## config.mk

```make
export PLATFORM = sky130hd
export DESIGN_NAME = inst_mem_loader
export DESIGN_NICKNAME = d
export VERILOG_FILES = /design/src/rtl/inst_mem_loader.sv
export SDC_FILE = /design/constraint.sdc
export NUM_CORES = 2
export LEC_CHECK = 0
export BUFFER_PORTS_ARGS = -buffer_cell sky130_fd_sc_hd__buf_2
export CORE_UTILIZATION = 55
export DETAILED_ROUTE_END_ITERATION = 8
export PLACE_DENSITY = 0.75
export SYNTH_ARGS = -nofsm -noshare
export SYNTH_HDL_FRONTEND = slang
export SYNTH_SLANG_ARGS = --single-unit
```

## constraint.sdc

```tcl
create_clock -name clk -period 3.7 [get_ports clk]
set_input_delay 0.555 -clock clk [delete_from_list [all_inputs] [get_ports clk]]
set_output_delay 0.555 -clock clk [all_outputs]
set_load 0.02 [all_outputs]
```

## src/rtl/inst_mem_loader.sv

```systemverilog
// inst_mem_loader: program store for the carbon core, filled over a byte stream.
// Optional load checksum when INST_MEM_CHECKSUM_EN is defined.
module inst_mem_loader #(
  parameter int DEPTH = 256,
  parameter int AW    = 8,
  parameter int IW    = 14
) (
  input  logic          clk,
  input  logic          rst,
  input  logic [AW-1:0] pc,
  output logic [IW-1:0] inst,
  input  logic          boot,
  input  logic          load_start,
  input  logic          ld_valid,
  input  logic [7:0]    ld_data,
  output logic          ld_ready,
  output logic          core_rst,
  output logic          load_done,
  output logic          load_err
);

  localparam int CW = AW + 1;
  localparam logic [AW-1:0] AMASK = AW'(DEPTH - 1);

  typedef enum logic [2:0] {
    S_IDLE,
    S_RUN,
    S_LEN,
    S_LO,
    S_HI
`ifdef INST_MEM_CHECKSUM_EN
    ,
    S_CKSUM,
    S_ERR
`endif
  } state_t;

  state_t        r_state;
  state_t        w_next;
  logic [IW-1:0] r_mem [DEPTH];
  logic [AW-1:0] r_wr_addr;
  logic [CW-1:0] r_cnt;
  logic [CW-1:0] r_len;
  logic [7:0]    r_lo;
  logic          r_done;
  logic          w_acc;
  logic          w_last;
`ifdef INST_MEM_CHECKSUM_EN
  logic [7:0]    r_ck;
`endif

  assign w_acc     = ld_valid && ld_ready;
  assign w_last    = (r_cnt + CW'(1)) == r_len;
  assign load_done = r_done;

  // State register
  always_ff @(posedge clk or posedge rst) begin
    if (rst) r_state <= S_IDLE;
    else     r_state <= w_next;
  end

  // Next-state decode
  always_comb begin
    w_next = r_state;
    unique case (r_state)
      S_IDLE: begin
        if (load_start) w_next = S_LEN;
        else if (boot)  w_next = S_RUN;
      end
      S_LEN: if (w_acc) w_next = S_LO;
      S_LO:  if (w_acc) w_next = S_HI;
      S_HI: begin
        if (w_acc) begin
`ifdef INST_MEM_CHECKSUM_EN
          w_next = w_last ? S_CKSUM : S_LO;
`else
          w_next = w_last ? S_RUN : S_LO;
`endif
        end
      end
`ifdef INST_MEM_CHECKSUM_EN
      S_CKSUM: begin
        if (w_acc) w_next = (ld_data == r_ck) ? S_RUN : S_ERR;
      end
      S_ERR: if (load_start) w_next = S_LEN;
`endif
      S_RUN: if (load_start) w_next = S_LEN;
      default: w_next = S_IDLE;
    endcase
  end

  // Outputs decoded from the registered state
  always_comb begin
    ld_ready = 1'b0;
    core_rst = 1'b1;
    inst     = '0;
    load_err = 1'b0;
    unique case (r_state)
      S_LEN, S_LO, S_HI: ld_ready = 1'b1;
`ifdef INST_MEM_CHECKSUM_EN
      S_CKSUM: ld_ready = 1'b1;
      S_ERR:   load_err = 1'b1;
`endif
      S_RUN: begin
        core_rst = 1'b0;
        inst     = r_mem[pc & AMASK];
      end
      default: ;
    endcase
  end

  // Load bookkeeping: length, write pointer, low byte, completion pulse
  always_ff @(posedge clk or posedge rst) begin
    if (rst) begin
      r_wr_addr <= '0;
      r_cnt     <= '0;
      r_len     <= '0;
      r_lo      <= '0;
      r_done    <= 1'b0;
`ifdef INST_MEM_CHECKSUM_EN
      r_ck      <= '0;
`endif
    end else begin
      r_done <= 1'b0;
      if (w_acc) begin
        unique case (r_state)
          S_LEN: begin
            r_len     <= (ld_data == 8'd0) ? CW'(DEPTH) : CW'(ld_data);
            r_wr_addr <= '0;
            r_cnt     <= '0;
`ifdef INST_MEM_CHECKSUM_EN
            r_ck      <= ld_data;
`endif
          end
          S_LO: begin
            r_lo <= ld_data;
`ifdef INST_MEM_CHECKSUM_EN
            r_ck <= r_ck ^ ld_data;
`endif
          end
          S_HI: begin
            r_wr_addr <= (r_wr_addr == AMASK) ? '0 : r_wr_addr + 1'b1;
            r_cnt     <= r_cnt + CW'(1);
`ifdef INST_MEM_CHECKSUM_EN
            r_ck      <= r_ck ^ ld_data;
`else
            r_done    <= w_last;
`endif
          end
`ifdef INST_MEM_CHECKSUM_EN
          S_CKSUM: r_done <= (ld_data == r_ck);
`endif
          default: ;
        endcase
      end
    end
  end

  // Program store write; contents survive reset
  always_ff @(posedge clk) begin
    if (w_acc && r_state == S_HI)
      r_mem[r_wr_addr] <= IW'({ld_data[5:0], r_lo});
  end

endmodule

```

* After elaboration in Yosys (flattened, before gate mapping)
Memories as Yosys holds them, arrays and structs flattened.
Index checks and enable logic that the tools add are counted.
** Word-level totals
- Memories kept :: 1
- Register bits after elaboration :: 38
- Logic and storage cells :: 49
- Input bits :: 21
- Output and inout port bits :: 18
- Memory bits (writable) :: 3584
** Memory list
- r_mem :: depth 256, width 14, rd ports 1, clocked after memory_dff 0, write ports 1, RTL line 40 : logic [IW-1:0] r_mem [DEPTH];
** Operators by class
- Multiplexer cells :: 19
- Eq/ne operators :: 11
- Add/subtract/negate cells :: 2
- Reduce and logical (&&, ||, !) cells :: 10
** Operators by type and width (count)
- $mux W3 :: 6
- $pmux W9 S2 :: 1
- $pmux W8 S2 :: 1
- $pmux W3 S5 :: 1
- $mux W14 :: 1
- $add A9 B1 Y9 const B :: 1
- $eq A9 B9 Y1 :: 1
- $mux W9 :: 1
- $add A8 B1 Y8 const B :: 1
- $eq A8 B8 Y1 const B :: 1
- $logic_not A8 Y1 :: 1
- $mux W8 :: 1
- $ne A2 B2 Y1 const B :: 4
- $eq A3 B2 Y1 const B :: 2
- $mux W1 :: 6
- $reduce_and A2 Y1 :: 3
- $reduce_and A5 Y1 :: 1
- $eq A3 B1 Y1 const B :: 1
- $eq A3 B3 Y1 const B :: 1
- $logic_not A3 Y1 :: 1
- $ne A3 B3 Y1 const B :: 1
- $reduce_or A3 Y1 :: 1
- $logic_and A1 B1 Y1 :: 2
- $mux W2 :: 1
- $reduce_bool A2 Y1 :: 1

* Logic depth before layout (Yosys ltp)
- Depth in word-level cells :: 7
- Mapped depth :: 13

* Worst setup path after synthesis
Ideal clock, no wire load.
- Path kind :: flip-flop to flip-flop
- Start point :: register r_lo[0]
- End point :: memory r_mem[0][0], data pin
- Path buffers :: 0
- Data arrival time :: 3179 ps
- Period minus slack after synthesis :: 3982 ps
- Cell stages (with the launch flop) :: 1
- Setup slack :: -282 ps
- Library setup time :: 803 ps
- Cell sequence :: dfrtp_1
** RTL lines
- from (decl) :: RTL line 44 : logic [7:0] r_lo;
- from (signal assigned) :: RTL line 136 : r_lo <= ld_data;
- to (decl) :: RTL line 40
Straight into the memory's write port.

* Worst setup path after layout
- Start point :: input pc[4]
- End point :: output inst[7]
** Between the ends
- Longest elaborated chain between the ends :: 2
** Ends and longest elaborated chain
- from (decl) :: RTL line 10 : input logic [AW-1:0] pc,
- $mem_v2 Z256 W14
- $mux W14 :: RTL line 98 : unique case (r_state)
- to (decl) :: RTL line 11 : output logic [IW-1:0] inst,
Every way passes these cells.

==> impl_metrics.json <==
{
  "status": "complete, but fails checks",
  "violations": "negative setup slack",
  "finalSetupViolCount": 14,
  "overflow": 0,
  "die_y_um": 509.3,
  "core-area_um2": 254900,
  "postRouteAntennaNets": 0,
  "path_clk_slew_ns": 0.06,
  "dp_hpwl_um": 223600,
  "crit_required_ns": 3.14,
  "period_share_pct": 116.5,
  "hold_slack_ns": 0.06699,
  "ys_types": 70,
  "hp-class": "input port to register",
  "drt-total-wl_um": 370300,
  "finalNetCount": 7591,
  "regArea_um2": 108600,
  "drv_slew": 0,
  "drv_cap": 0,
  "finalHoldViolCount": 0,
  "crit_arrival_ns": 3.75,
  "timing.max_slew.rel_slack_pct": 3.660,
  "drc": 0,
  "tightest_slew_ns": 1.442,
  "synth_area_um2": 141500,
  "multi_input_area_um2": 30220,
  "synth_top_cell_by_area": "edfxtp_1",
  "grt_pass1_vias": 74690,
  "htree_num_levels": 5,
  "ys_seq_elements": 3622,
  "p_per_area_nw_per_um2": 571.9,
  "power_leakage_nw": 53.70,
  "clock_skew_ns": 0.05531,
  "cts_buffers": 362,
  "dr.first_iter.drc_count": 10880,
  "firstDrtPassIters": 8,
  "syn2layout_area_growth_pct": 15.35,
  "crit_fanout": 17,
  "cp.buffers_inverters": 6,
  "syn_nets": 6626,
  "placedInstanceArea_um2": 151100,
  "wl_per_cell_um": 33.02,
  "max_stage_delay_ns": 0.74,
  "crit_path_end_kind": "output pin",
  "synth_commonest_cells": "3,584 x edfxtp_1, 619 x mux4_2, 491 x mux2i_1",
  "syn_inst": 6600,
  "min_period_ns": 4.310,
  "cts.path.max_buffers": 4,
  "dieArea_um2": 259400,
  "grt_max_degree": 135,
  "ys_warn_count": 0,
  "synth_top_area_share_pct": 76.04,
  "rsz0062_at_grt": "yes",
  "final_cell_area_um2": 163300,
  "timing_worst_setup_path_type": "input port to output pin",
  "hold_start": "ld_data[4]",
  "num_vias": 74920,
  "cts_tree": "yes",
  "crit_top_cell": "buf_12",
  "grt_use_total_pct": 28.55,
  "cpMaxStageDelayCell": "a21oi_1",
  "synthTopCellsByArea": "edfxtp_1 76%, mux4_2 9.8%, mux2i_1 3.5%, mux4_1 2.0%, o221ai_1 1.4%",
  "gp_congestion": 0.8716,
  "io_pins": 39,
  "dp_cells": 10550,
  "startpoint_type": "input port",
  "root_buffer": "clkbuf_16",
  "grt_antenna_before_repair": 13,
  "crit_chain": "clkbuf_8, inv_8, buf_12, nor2_1, buf_4, a221oi_1, a21oi_1, nand4_1, buf_12, o21ai_4, buf_6",
  "fmaxAchievable_mhz": 232.0,
  "clock_latency_ns": 0.96,
  "numClockSinks": 3622,
  "drive_above_1_share_pct": 28.39,
  "seq_area_frac_synth_pct": 76.71,
  "critPathLaunch": "pc[4]",
  "ys_async_sr_fraction_pct": 1.049,
  "fin_ws_ns": -0.6095,
  "nFillCells": 15910,
  "final_cell_count_no_fill": 11220,
  "critical_path.top_delay_family": "buffers and inverters",
  "row_count": 185,
  "avgViaCountPerCell": 6.680,
  "syn_area_per_cell_um2": 21.45,
  "vdd_drop_max_mv": 0.5105,
  "die_w_um": 509.3,
  "grt_pass1_wl_um": 529100,
  "io_buffers": 37,
  "synth-edff-count": 3584,
  "r2r-start": "r_state[1]$_DFFE_PP0P_",
  "yosysMostFrequentCell": "edfxtp_1",
  "synth-main-ff-cell": "edfxtp_1",
  "initial_utilization_pct": 55.54
}
path summary, 6_finish.rpt:
kind	cells past startpoint	slack [ns]	end
min reg2reg	2	0.51	r_len[5]$_DFFE_PP0P_
max	11	-0.61	inst[7]
max in group asynchronous	4	3.00	r_lo[1]$_DFFE_PP0P_
min in group asynchronous	4	0.28	r_wr_addr[0]$_DFFE_PP0P_
max reg2reg	11	0.26	r_mem[82][5]$_DFFE_PP_
min	1	0.07	r_mem[181][12]$_DFFE_PP_
stage by stage:
step	setup slack [ns]	utilization [%]	power (mW)	setup TNS, ns
6_report	-0.6095	64.06	93.37	-5.609
5_1_grt	-0.5935	64.06	95.50	-6.124
3_5_place_dp	-1.541	59.30	58.84	-10.49
2_1_floorplan	0.4668	-	54.33	0
4_1_cts	-0.5950	63.98	93.42	-5.813
3_3_place_gp	-1.595	59.30	58.38	-10.36
placed cells by master, fill, tap and decap left out, drive strengths merged, types with 11 or more instances in the layout:
cell	Yosys	routed
a211oi	12	12
a21oi	120	120
a221oi	17	17
a22oi	21	21
a32oi	17	17
and2	11	11
buf	240	984
bufinv	0	24
clkbuf	145	429
clkinv	1	168
clkinvlp	0	13
dfrtp	38	38
edfxtp	3584	3584
inv	6	14
mux2i	491	491
mux4	728	728
nand2	144	144
nand3	39	39
nand4	30	30
nor2	318	318
nor3	38	38
o211ai	20	20
o21ai	106	106
o221ai	225	225
o22ai	132	132
o31ai	12	12
or3	18	18
where the power goes:
| part | switching (mW) | total, mW | internal (mW) |
|---|---|---|---|
| Clock | 15.0 | 34.9 | 19.9 |
| Sequential | 1.16 | 49.9 | 48.7 |
| Combinational | 6.07 | 8.60 | 2.53 |
| Total | 22.3 | 93.4 | 71.1 |
sequential cells by signal, summed over array words and instances, names as in the netlist:
name and cells:
r_cnt 9, r_state 3, r_wr_addr 8, r_lo 8, r_mem 3584, load_done 1, r_len 9
repair_timing:
| action | in CTS | in global routing |
|---|---|---|
| hold buffers | 6 | 0 |
| gates cloned | 3 | 1 |
| resized for setup | 125 | 22 |
| endpoints found under the setup margin | 14 | 14 |
| hold endpoints to repair | 51 | 0 |
| pin swaps | 34 | 26 |
| setup buffers | 8 | 7 |
kinds of logic (layout without fill, tap and decap cells):
| family | Yosys count | after routing | synth area share, % |
|---|---|---|---|
| other | 1 | 10 | 0.002649 |
| AOI/OAI and AO/OA | 690 | 690 | 3.415 |
| and+or+nand+nor | 636 | 636 | 1.941 |
| buffers and inverters | 401 | 1641 | 2.363 |
| xor gates and xnor gates | 16 | 16 | 0.09901 |
| adders and majority gates | 5 | 5 | 0.04420 |
| muxes | 1229 | 1229 | 15.42 |
| DFF | 3622 | 3622 | 76.71 |
final cells by class:
class                      count  area share (%)
inverter                       7         0.02223
timing repair buffer         995           5.539
antenna                        9         0.01380
clock inverter               212           1.025
sequential                  3622           66.52
multi-input combinational   2577           18.51
clock buffer                 427           5.789
tap                         3366           2.580
layer usage:
| metal | track usage, % | wire [µm] | share of wire [%] |
|---|---|---|---|
| met5 | 0 | 134 | 0.036 |
| met4 | 12.88 | 18200 | 4.9 |
| met3 | 6.497 | 42370 | 11 |
| met2 | 44.55 | 175700 | 47 |
| met1 | 38.80 | 133900 | 36 |
(Power assumes the default switching activity.)
